`src/rtl/uart_pkg.sv`:
```
`default_nettype none
// ============================================================================
// Module  : uart_pkg
// Purpose : Shared types and constants for the oversampled UART receiver.
//           Holds the receiver state encoding, the rx_err bit positions,
//           the data width and a 2-of-3 majority helper.
// Ports   : none (package)
// Rev     : 1.0 - initial release
// ============================================================================
package uart_pkg;

  localparam int DATA_BITS  = 8;

  // Bit positions inside rx_err = {break, parity_err, frame_err}
  localparam int ERR_FRAME  = 0;
  localparam int ERR_PARITY = 1;
  localparam int ERR_BREAK  = 2;
  localparam int ERR_W      = 3;

  typedef enum logic [2:0] {
    ST_IDLE      = 3'd0,
    ST_START     = 3'd1,
    ST_DATA      = 3'd2,
    ST_PARITY    = 3'd3,
    ST_STOP1     = 3'd4,
    ST_STOP2     = 3'd5,
    ST_WAIT_HIGH = 3'd6
  } rx_state_t;

  function automatic logic majority3(input logic a, input logic b, input logic c);
    return (a & b) | (a & c) | (b & c);
  endfunction

endpackage
`default_nettype wire

```
`src/rtl/uart_sync.sv`:
```
`default_nettype none
// ============================================================================
// Module  : uart_sync
// Purpose : Multi-flop synchronizer for the asynchronous serial line.
//           All stages reset to 1 so an idle (high) line never looks like
//           a start edge when reset is released.
// Ports   : clk   - system clock
//           rst_b - asynchronous active-high reset
//           din   - asynchronous input
//           dout  - synchronized output
// Rev     : 1.0 - initial release
// ============================================================================
module uart_sync #(
  parameter int SYNC_STAGES = 2
) (
  input  logic clk,
  input  logic rst_b,
  input  logic din,
  output logic dout
);

  logic [SYNC_STAGES-1:0] r_sync;

  always_ff @(posedge clk or posedge rst_b) begin
    if (rst_b) begin
      r_sync <= '1;
    end else begin
      r_sync <= {r_sync[SYNC_STAGES-2:0], din};
    end
  end

  assign dout = r_sync[SYNC_STAGES-1];

endmodule
`default_nettype wire

```
`src/rtl/uart_rx_os.sv`:
```
`default_nettype none
// ============================================================================
// Module  : uart_rx_os
// Purpose : Oversampling UART receiver with one-entry holding register.
//           Each bit is sampled three times around its centre and decided
//           by 2-of-3 majority. Supports optional parity, one or two stop
//           bits, break detection and overrun signalling.
// Ports   : clk, rst_b            - clock, async active-high reset
//           cfg_div               - clk cycles per bit (4..65535)
//           cfg_rxen              - receiver enable
//           cfg_nstop             - 0: one stop bit, 1: two stop bits
//           cfg_paren/cfg_parodd  - parity present / odd parity
//           uart_rxd              - serial line, idle high
//           rx_valid/rx_ready     - holding register handshake
//           rx_data               - received byte
//           rx_err                - {break, parity_err, frame_err}
//           rx_overrun            - pulse when a completed frame is dropped
// Rev     : 1.0 - initial release
// ============================================================================
module uart_rx_os
  import uart_pkg::*;
#(
  parameter int SYNC_STAGES = 2
) (
  input  logic                 clk,
  input  logic                 rst_b,
  input  logic [15:0]          cfg_div,
  input  logic                 cfg_rxen,
  input  logic                 cfg_nstop,
  input  logic                 cfg_paren,
  input  logic                 cfg_parodd,
  input  logic                 uart_rxd,
  output logic                 rx_valid,
  input  logic                 rx_ready,
  output logic [DATA_BITS-1:0] rx_data,
  output logic [ERR_W-1:0]     rx_err,
  output logic                 rx_overrun
);

  logic                 w_rxs;
  logic                 r_rxs_prev;
  rx_state_t            r_state;
  logic [15:0]          r_cnt;
  logic [2:0]           r_idx;
  logic [DATA_BITS-1:0] r_shift;
  logic                 r_s0;
  logic                 r_s1;
  logic                 r_par_bit;
  logic                 r_par_err;

  logic                 r_valid;
  logic [DATA_BITS-1:0] r_data;
  logic [ERR_W-1:0]     r_err;
  logic                 r_overrun;

  logic [15:0]          w_mid;
  logic [15:0]          w_mid_m1;
  logic [15:0]          w_mid_p1;
  logic [15:0]          w_last;
  logic                 w_wrap;
  logic                 w_dec;
  logic                 w_bit;
  logic                 w_fall;
  logic                 w_stop1_done;
  logic                 w_complete;
  logic                 w_break;
  logic [ERR_W-1:0]     w_err;

  uart_sync #(
    .SYNC_STAGES (SYNC_STAGES)
  ) u_sync (
    .clk   (clk),
    .rst_b (rst_b),
    .din   (uart_rxd),
    .dout  (w_rxs)
  );

  // cfg_div >= 4 keeps mid-1 >= 1 and mid+1 <= cfg_div-1, so all three
  // sample points lie inside one bit period.
  assign w_mid    = {1'b0, cfg_div[15:1]};
  assign w_mid_m1 = w_mid - 16'd1;
  assign w_mid_p1 = w_mid + 16'd1;
  assign w_last   = cfg_div - 16'd1;
  assign w_wrap   = (r_cnt == w_last);
  assign w_dec    = (r_cnt == w_mid_p1);
  // Third vote is the live synchronized value at the decision cycle.
  assign w_bit    = majority3(r_s0, r_s1, w_rxs);
  assign w_fall   = r_rxs_prev & ~w_rxs;

  // A single-stop frame, or a two-stop frame whose first stop bit is bad,
  // finishes at the STOP1 decision instead of running into STOP2.
  assign w_stop1_done = (r_state == ST_STOP1) && w_dec && (!cfg_nstop || !w_bit);
  assign w_complete   = cfg_rxen &&
                        (w_stop1_done || ((r_state == ST_STOP2) && w_dec));

  assign w_break = (r_shift == '0) && (!cfg_paren || !r_par_bit) && !w_bit;

  always_comb begin
    w_err             = '0;
    w_err[ERR_FRAME]  = ~w_bit;
    w_err[ERR_PARITY] = r_par_err;
    w_err[ERR_BREAK]  = w_break;
  end

  // --------------------------------------------------------------------------
  // Receive state machine
  // --------------------------------------------------------------------------
  always_ff @(posedge clk or posedge rst_b) begin
    if (rst_b) begin
      r_state    <= ST_IDLE;
      r_cnt      <= '0;
      r_idx      <= '0;
      r_shift    <= '0;
      r_s0       <= 1'b1;
      r_s1       <= 1'b1;
      r_par_bit  <= 1'b0;
      r_par_err  <= 1'b0;
      r_rxs_prev <= 1'b1;
    end else begin
      r_rxs_prev <= w_rxs;
      if (!cfg_rxen) begin
        r_state <= ST_IDLE;
        r_cnt   <= '0;
      end else begin
        if (r_cnt == w_mid_m1) r_s0 <= w_rxs;
        if (r_cnt == w_mid)    r_s1 <= w_rxs;
        r_cnt <= w_wrap ? 16'd0 : r_cnt + 16'd1;

        case (r_state)
          ST_IDLE: begin
            r_cnt <= '0;
            if (w_fall) begin
              r_state   <= ST_START;
              r_idx     <= '0;
              r_par_bit <= 1'b0;
              r_par_err <= 1'b0;
            end
          end
          ST_START: begin
            if (w_dec && w_bit) begin
              // Start bit did not hold low through its centre: glitch.
              r_state <= ST_IDLE;
              r_cnt   <= '0;
            end else if (w_wrap) begin
              r_state <= ST_DATA;
            end
          end
          ST_DATA: begin
            if (w_dec) r_shift <= {w_bit, r_shift[DATA_BITS-1:1]};
            if (w_wrap) begin
              r_idx <= r_idx + 3'd1;
              if (r_idx == 3'(DATA_BITS - 1)) begin
                r_state <= cfg_paren ? ST_PARITY : ST_STOP1;
              end
            end
          end
          ST_PARITY: begin
            if (w_dec) begin
              r_par_bit <= w_bit;
              r_par_err <= ((^r_shift) ^ w_bit) != cfg_parodd;
            end
            if (w_wrap) r_state <= ST_STOP1;
          end
          ST_STOP1: begin
            if (w_stop1_done) begin
              r_state <= w_bit ? ST_IDLE : ST_WAIT_HIGH;
              r_cnt   <= '0;
            end else if (w_wrap) begin
              r_state <= ST_STOP2;
            end
          end
          ST_STOP2: begin
            if (w_dec) begin
              r_state <= w_bit ? ST_IDLE : ST_WAIT_HIGH;
              r_cnt   <= '0;
            end
          end
          ST_WAIT_HIGH: begin
            // Hold off after a framing error (e.g. break) until the line
            // returns high, so a long low is reported only once.
            r_cnt <= '0;
            if (w_rxs) r_state <= ST_IDLE;
          end
          default: begin
            r_state <= ST_IDLE;
            r_cnt   <= '0;
          end
        endcase
      end
    end
  end

  // --------------------------------------------------------------------------
  // Holding register
  // --------------------------------------------------------------------------
  always_ff @(posedge clk or posedge rst_b) begin
    if (rst_b) begin
      r_valid   <= 1'b0;
      r_data    <= '0;
      r_err     <= '0;
      r_overrun <= 1'b0;
    end else begin
      r_overrun <= 1'b0;
      if (w_complete) begin
        // A consumer accepting in the same cycle frees the slot.
        if (!r_valid || rx_ready) begin
          r_valid <= 1'b1;
          r_data  <= r_shift;
          r_err   <= w_err;
        end else begin
          r_overrun <= 1'b1;
        end
      end else if (r_valid && rx_ready) begin
        r_valid <= 1'b0;
      end
    end
  end

  assign rx_valid   = r_valid;
  assign rx_data    = r_data;
  assign rx_err     = r_err;
  assign rx_overrun = r_overrun;

endmodule
`default_nettype wire

```
`config.mk`:
```
export PLATFORM = sky130hd
export DESIGN_NAME = uart_rx_os
export DESIGN_NICKNAME = d
export VERILOG_FILES = /design/src/rtl/uart_pkg.sv /design/src/rtl/uart_sync.sv /design/src/rtl/uart_rx_os.sv
export SDC_FILE = /design/constraint.sdc
export NUM_CORES = 1
export LEC_CHECK = 0
export CAP_MARGIN = 15
export CORE_MARGIN = 3
export CORE_UTILIZATION = 50
export CTS_CLUSTER_DIAMETER = 200
export CTS_CLUSTER_SIZE = 16
export DETAILED_ROUTE_END_ITERATION = 10
export MAX_ROUTING_LAYER = met4
export PLACE_DENSITY = 0.76
export SLEW_MARGIN = 40
export SYNTH_ARGS = -nofsm -noshare
export SYNTH_HDL_FRONTEND = slang
export SYNTH_SLANG_ARGS = --single-unit
```
`constraint.sdc`:
```
create_clock -name clk -period 3.9 [get_ports clk]
set_input_delay 0.39 -clock clk [delete_from_list [all_inputs] [get_ports clk]]
set_output_delay 0.39 -clock clk [all_outputs]
set_load 0.01 [all_outputs]
```
[After elaboration in Yosys (flattened, before gate mapping)]
Index checks and enable logic that the tools add are counted.
W data, S select, Z words.
Storage, ports and cells
  register bits after elaboration: 50
  input port bits: 24
  output and inout bits: 13
  word-level logic and storage cells: 117
Operators by class
  add/sub/neg operators: 5
  eq/ne operators: 24
  muxes and demuxes: 33
  bitwise operators: 9
  reductions and logical operators: 32
Operators with widths (number)
  $mux W16: 5
  $pmux W16 S4: 1
  $eq A16 B16 Y1: 3
  $mux W3: 15
  $pmux W3 S7: 1
  $add A15 B1 Y16 const B: 1
  $add A16 B1 Y16 const B: 1
  $eq A16 B15 Y1: 1
  $sub A15 B1 Y16 const B: 1
  $sub A16 B1 Y16 const B: 1
  $ne A3 B3 Y1 const B: 5
  $eq A3 B3 Y1 const B: 4
  $logic_and A1 B1 Y1: 8
  $logic_not A8 Y1: 1
  $mux W1: 8
  $ne A4 B4 Y1 const B: 2
  $reduce_and A2 Y1: 4
  $reduce_and A4 Y1: 2
  $reduce_and A8 Y1: 1
  $reduce_xor A8 Y1: 1
  $eq A3 B2 Y1 const B: 2
  $ne A2 B2 Y1 const B: 3
  $pmux W3 S2: 1
  $reduce_bool A2 Y1: 3
  other kinds (15): 28

[Logic depth before layout (Yosys ltp)]
  word-level depth: 10
  gate-level depth with buffers: 12
  gate-level depth less buffers: 10

[Cells and area by module]
A second synthesis with hierarchy kept.
Unflattened totals
  cells, all modules: 495
  area, all modules: 4081.4 µm²
By module, submodules not included
  uart_rx_os: times used 1, cells an instance 492, area each 4025.1 µm², seq. area each 1204.9 µm²
  uart_sync: times used 1, cells an instance 3, area each 56.3 µm², seq. area each 52.6 µm²

[Worst setup path after synthesis]
No wires, ideal clock.
  path kind: input-to-reg
  start point: input port cfg_div[1]
  end point: register r_data[0] (netlist: rx_data[0])
  setup time: 0.125 ns
  arrival: 3.038 ns
  data required time: 3.775 ns
  setup slack: 0.737 ns
  stages: 11
  path buffers: 2
  cell sequence: clkbuf_1 inv_1 ha_1 xor2_1 or3_1 nor4_4 nand4_2 or3_4 nand2b_4 buf_6 mux2_4
Between the ends
  longest elaborated chain between the ends: 7
  elaborated cells on any way between the ends: 8
  those cells by class: add/sub: 1; eq/ne: 1; reduce/logical: 6
RTL lines
  start: declaration: RTL line uart_rx_os.sv:27  | input logic [15:0] cfg_div,
  $add A15 B1 Y16 *: RTL line uart_rx_os.sv:82  | assign w_mid_p1 = w_mid + 16'd1;
  $eq A16 B16 Y1 *: RTL line uart_rx_os.sv:85  | assign w_dec = (r_cnt == w_mid_p1);
  $logic_and A1 B1 Y1 (2 in a row): RTL line uart_rx_os.sv:92  | assign w_stop1_done = (r_state == ST_STOP1) && w_dec && (!cfg_nstop || !w_bit);
  $logic_or A1 B1 Y1 *: RTL line uart_rx_os.sv:94  | (w_stop1_done || ((r_state == ST_STOP2) && w_dec));
  $logic_and A1 B1 Y1 *: RTL line uart_rx_os.sv:93  | assign w_complete = cfg_rxen &&
  $reduce_and A2 Y1 (no line) *
  end signal: assignment: RTL line uart_rx_os.sv:208  | r_data <= r_shift;
  end: declaration: RTL line uart_rx_os.sv:52  | logic [DATA_BITS-1:0] r_data;
Mark *: on every way between the ends. The rest lies on a longest branch, timed or not.
A chain may end at the register's enable or synchronous reset.

[Worst setup path after layout]
  start point: input port cfg_div[1]
  end point: register r_state[1]
Between the ends
  longest elaborated chain between the ends: 7
  elaborated cells on any way between the ends: 17
  those cells by class: add/sub: 2; eq/ne: 7; mux: 4; reduce/logical: 4
RTL lines
  $add A15 B1 Y16: RTL line uart_rx_os.sv:82
  $eq A16 B16 Y1: RTL line uart_rx_os.sv:85
  $logic_and A1 B1 Y1 (2 in a row): RTL line uart_rx_os.sv:92
  $mux W3: RTL line uart_rx_os.sv:165  | if (w_stop1_done) begin
  $pmux W3 S7: RTL line uart_rx_os.sv:129  | case (r_state)
  $mux W3: RTL line uart_rx_os.sv:121  | if (!cfg_rxen) begin
  end signal: assignment: RTL line uart_rx_os.sv:153  | r_state <= cfg_paren ? ST_PARITY : ST_STOP1;
  end signal: assignment: RTL line uart_rx_os.sv:166  | r_state <= w_bit ? ST_IDLE : ST_WAIT_HIGH;
  end signal: assignment: RTL line uart_rx_os.sv:174  | r_state <= w_bit ? ST_IDLE : ST_WAIT_HIGH;
  end: declaration: RTL line uart_rx_os.sv:42  | rx_state_t r_state;
Parallel ways exist; a longest one is shown, timed or not.

==> flow_metrics.py <==
metrics = {
    "synth": {
        "ys_ff_latch": 50,
        "synthesis.nets": 506,
        "synthAdderAreaFrac": 0.0329,
        "ys_types": 63,
        "synth_top_family_by_area": "simple AND/OR/NAND/NOR gates",
        "async_reset_ff_frac": 1.00,
        "synth-xor-area-share": 0.149,
        "synth-simple-area-share": 0.258,
        "synth_seq_area_share": 0.307,
        "synth_edf_count": 0,
        "synthMuxAreaShare": 0.103,
        "synth_flop_cell": "dfrtp_1",
        "yosys_warnings": 0,
        "syn-cell-area_um2": 4100,
        "netlist_instances": 472,
        "synth.avg_cell_area_um2": 8.69,
        "synth_compound_area_frac": 0.0949,
    },
    "timing": {
        "hold_viol": 0,
        "rsz0062_at_grt": "no",
        "worstMarginPinSlew_ps": 602,
        "period_share": 0.890,
        "setup_violations": 0,
        "period_needed_ps": 3470,
        "fmax_ghz": 0.288,
        "relSlewSlack": 0.599,
        "fin_ws_ps": 429,
        "fin_tns_setup_ps": 0,
        "maxSlewViolCount": 0,
        "fin_skew_ps": 15.3,
    },
    "floorplan": {
        "rows": 32,
        "core_area_um2": 7850,
        "io_pins": 37,
        "die-area_um2": 9330,
        "start_util": 0.523,
        "die_x_um": 96.6,
        "die_h_um": 96.6,
    },
    "drt": {
        "drtIter0Drc": 298,
        "via_per_inst": 5.93,
        "wl_met2_um": 4560,
        "wl_met3_um": 599,
        "avgRoutedWirePerCell_um": 16.5,
        "drt-pass1-iter-count": 5,
        "routed_wl_um": 9900,
        "wl_met1_um": 4610,
        "vias": 3551,
        "final_antenna_net_count": 0,
        "drc_errors": 0,
        "highest_layer": "met4",
    },
    "clock_tree": {
        "cts_buffers": 5,
        "hold_buffers": 0,
        "ctsResizeCount": 0,
        "cts_root_buffer": "clkbuf_8",
        "insertion_delay_ps": 310,
        "post_cts_buffers": 0,
        "clk_path_buf_depth": 2,
        "clock_sinks": 50,
        "cts_tree": "yes",
        "htreeDepth": 2,
        "path_clk_slew_ps": 110,
    },
    "pwr": {
        "p_per_area_nw_per_um2": 263,
        "leakage_nw": 2.03,
        "peakVddDrop_mv": 0.146,
        "p_total_w": 0.00122,
    },
    "placement": {
        "post-dp-hpwl_um": 7600,
        "port_buffers": 36,
        "gp_congestion": 0.980,
        "preCtsSetupSlack_ps": 182,
    },
    "run": {
        "maxCapViolCount": 0,
    },
    "setup_path": {
        "reg2reg_from": "r_cnt[3]$_DFF_PP0_",
        "cp.arrival_ps": 3710,
        "worstSetupEndpointType": "flip-flop",
        "rrSetupSlack_ps": 900,
        "crit_fanout": 6,
        "required_ps": 4140,
        "path_class": "primary input to flip-flop",
        "r2r-end": "rx_data[3]$_DFFE_PP0P_",
        "start_kind": "primary input",
        "worstRegToRegCells": 8,
    },
    "grt": {
        "grt_use_total": 0.232,
        "grt_pass1_vias": 3437,
        "grt_first_pass_wirelength_um": 16600,
        "grt_max_degree": 51,
        "antenna_found_initial": 0,
        "globalRoute.totalOverflow": 0,
    },
    "final_layout": {
        "fin_util": 0.593,
        "area.growth.synth_to_final_pct": 13.5,
        "diodes": 0,
        "drive_gt1_frac": 0.123,
        "final_nets": 530,
    },
    "run_status": {
        "status": "finished, final reports clean",
    },
    "hold_path": {
        "whs_path_depth": 0,
        "hold_path_class": "flip-flop to flip-flop",
        "hold_start": "u_sync.r_sync[0]$_DFF_PP1_",
        "hold_path_end": "u_sync.r_sync[1]$_DFF_PP1_",
    },
}
## worst max path at each step
stage / from / to / slack (ps) / cells past startpoint
floorplan: cfg_div[1] / rx_data[0]$_DFFE_PP0P_ / 740 / 11
global placement: cfg_div[1] / rx_data[2]$_DFFE_PP0P_ / 300 / 10
detailed placement: cfg_div[1] / r_state[1]$_DFFE_PP0P_ / 180 / 11
CTS: cfg_div[1] / r_state[1]$_DFFE_PP0P_ / 490 / 11
global route: cfg_div[1] / r_idx[1]$_DFFE_PP0P_ / 220 / 11
finish: cfg_div[1] / r_state[1]$_DFFE_PP0P_ / 430 / 11
## kinds of logic (layout without fill, tap and decap cells)
kind of cell               after synthesis  in the layout
DFF                                     50             50
xor gates and xnor gates                70             70
and+or+nand+nor                        194            194
AOI/OAI and AO/OA                       55             55
adders and majority gates               11             11
muxes                                   36             36
buffers and inverters                   56             81
## routing by layer
| layer | global-route usage | up-vias |
|---|---|---|
| li1 | - | 1703 |
| met1 | 0.325 | 1707 |
| met2 | 0.359 | 127 |
| met3 | 0.0333 | 14 |
| met4 | 0.0467 | 0 |
| met5 | - | - |
## cells in the mapped netlist (all sizes together) (2+ instances only)
library cell,instances,area (um^2)
o2111ai,3,26.3
and2,4,25.0
nor3b,3,22.5
nand4,15,100
nand2b,7,51.3
and3,15,93.8
ha,10,125
or2,4,25.0
a211o,4,35.0
or4,5,37.5
o21ai,13,65.1
inv,23,86.3
nor4,6,52.6
a31o,2,17.5
a211oi,3,22.5
mux2,18,240
o22ai,2,12.5
o32ai,2,17.5
o21bai,2,15.0
a21oi,8,40.0
nor3,12,65.1
xor2,30,263
nand2,32,120
nor2b,7,43.8
a22oi,2,15.0
nand3,23,115
nor4b,3,38.8
xnor2,40,350
mux2i,18,180
or3,6,42.5
and4,2,17.5
a31oi,2,12.5
nor2,46,173
dfrtp,45,1130
dfstp,5,131
a32oi,2,17.5
buf,9,50.1
o31ai,2,20.0
clkbuf,24,90.1
## state kept, by name, indices dropped and copies added (netlist names)
signal / count
r_s1: 1
r_par_err: 1
r_par_bit: 1
rx_data: 8
rx_err: 3
rx_overrun: 1
r_cnt: 16
r_rxs_prev: 1
r_state: 3
r_idx: 3
u_sync.r_sync: 2
r_s0: 1
r_shift: 8
rx_valid: 1
## cells in the final DEF (no fill, tap or decap), drive strengths merged, types with 5 or more instances in the layout
cell type / n
or3: 6
nand2: 32
dfrtp: 45
nor3: 12
o21ai: 13
xnor2: 40
nor2b: 7
nand3: 23
dfstp: 5
mux2: 18
nor4: 6
mux2i: 18
nand2b: 7
or4: 5
clkbuf: 5
inv: 25
xor2: 30
and3: 15
nand4: 15
buf: 14
ha: 10
clkdlybuf4s50: 36
nor2: 46
a21oi: 8
## worst max-delay path, cell delays in order
cell	delay, ps
clkdlybuf4s50_1	500
inv_1	130
ha_1	240
or4b_1	540
nor4_1	490
nand2_1	130
xnor2_1	260
nor3b_1	90
and4b_1	240
o31ai_2	440
mux2i_1	250
## stage by stage
| stage | std cells | cell area (um^2) | hold slack, ps |
|---|---|---|---|
| floorplan | 472 | 4100 | 345 |
| global placement | 591 | 4550 | 347 |
| detailed placement | 591 | 4560 | 348 |
| CTS | 599 | 4650 | 363 |
| global route | 599 | 4650 | 371 |
| finish | 599 | 4650 | 361 |
## power by group
part / switching, W / total (W) / internal, W / leakage (nW)
clock: 0.000189 / 0.000324 / 0.000134 / 0.0506
sequential: 0.0000406 / 0.000574 / 0.000534 / 0.638
combinational: 0.000187 / 0.000327 / 0.000140 / 1.34
total: 0.000416 / 0.00122 / 0.000808 / 2.03
## cell type report
class / count / area, um^2
clock inverter: 3 / 28.8
inverter: 23 / 88.8
clock buffer: 5 / 68.8
tap: 102 / 128
sequential: 50 / 1260
timing repair buffer: 50 / 465
multi-input combinational: 366 / 2620
fill: 699 / 3190
(Power assumes the default switching activity.)
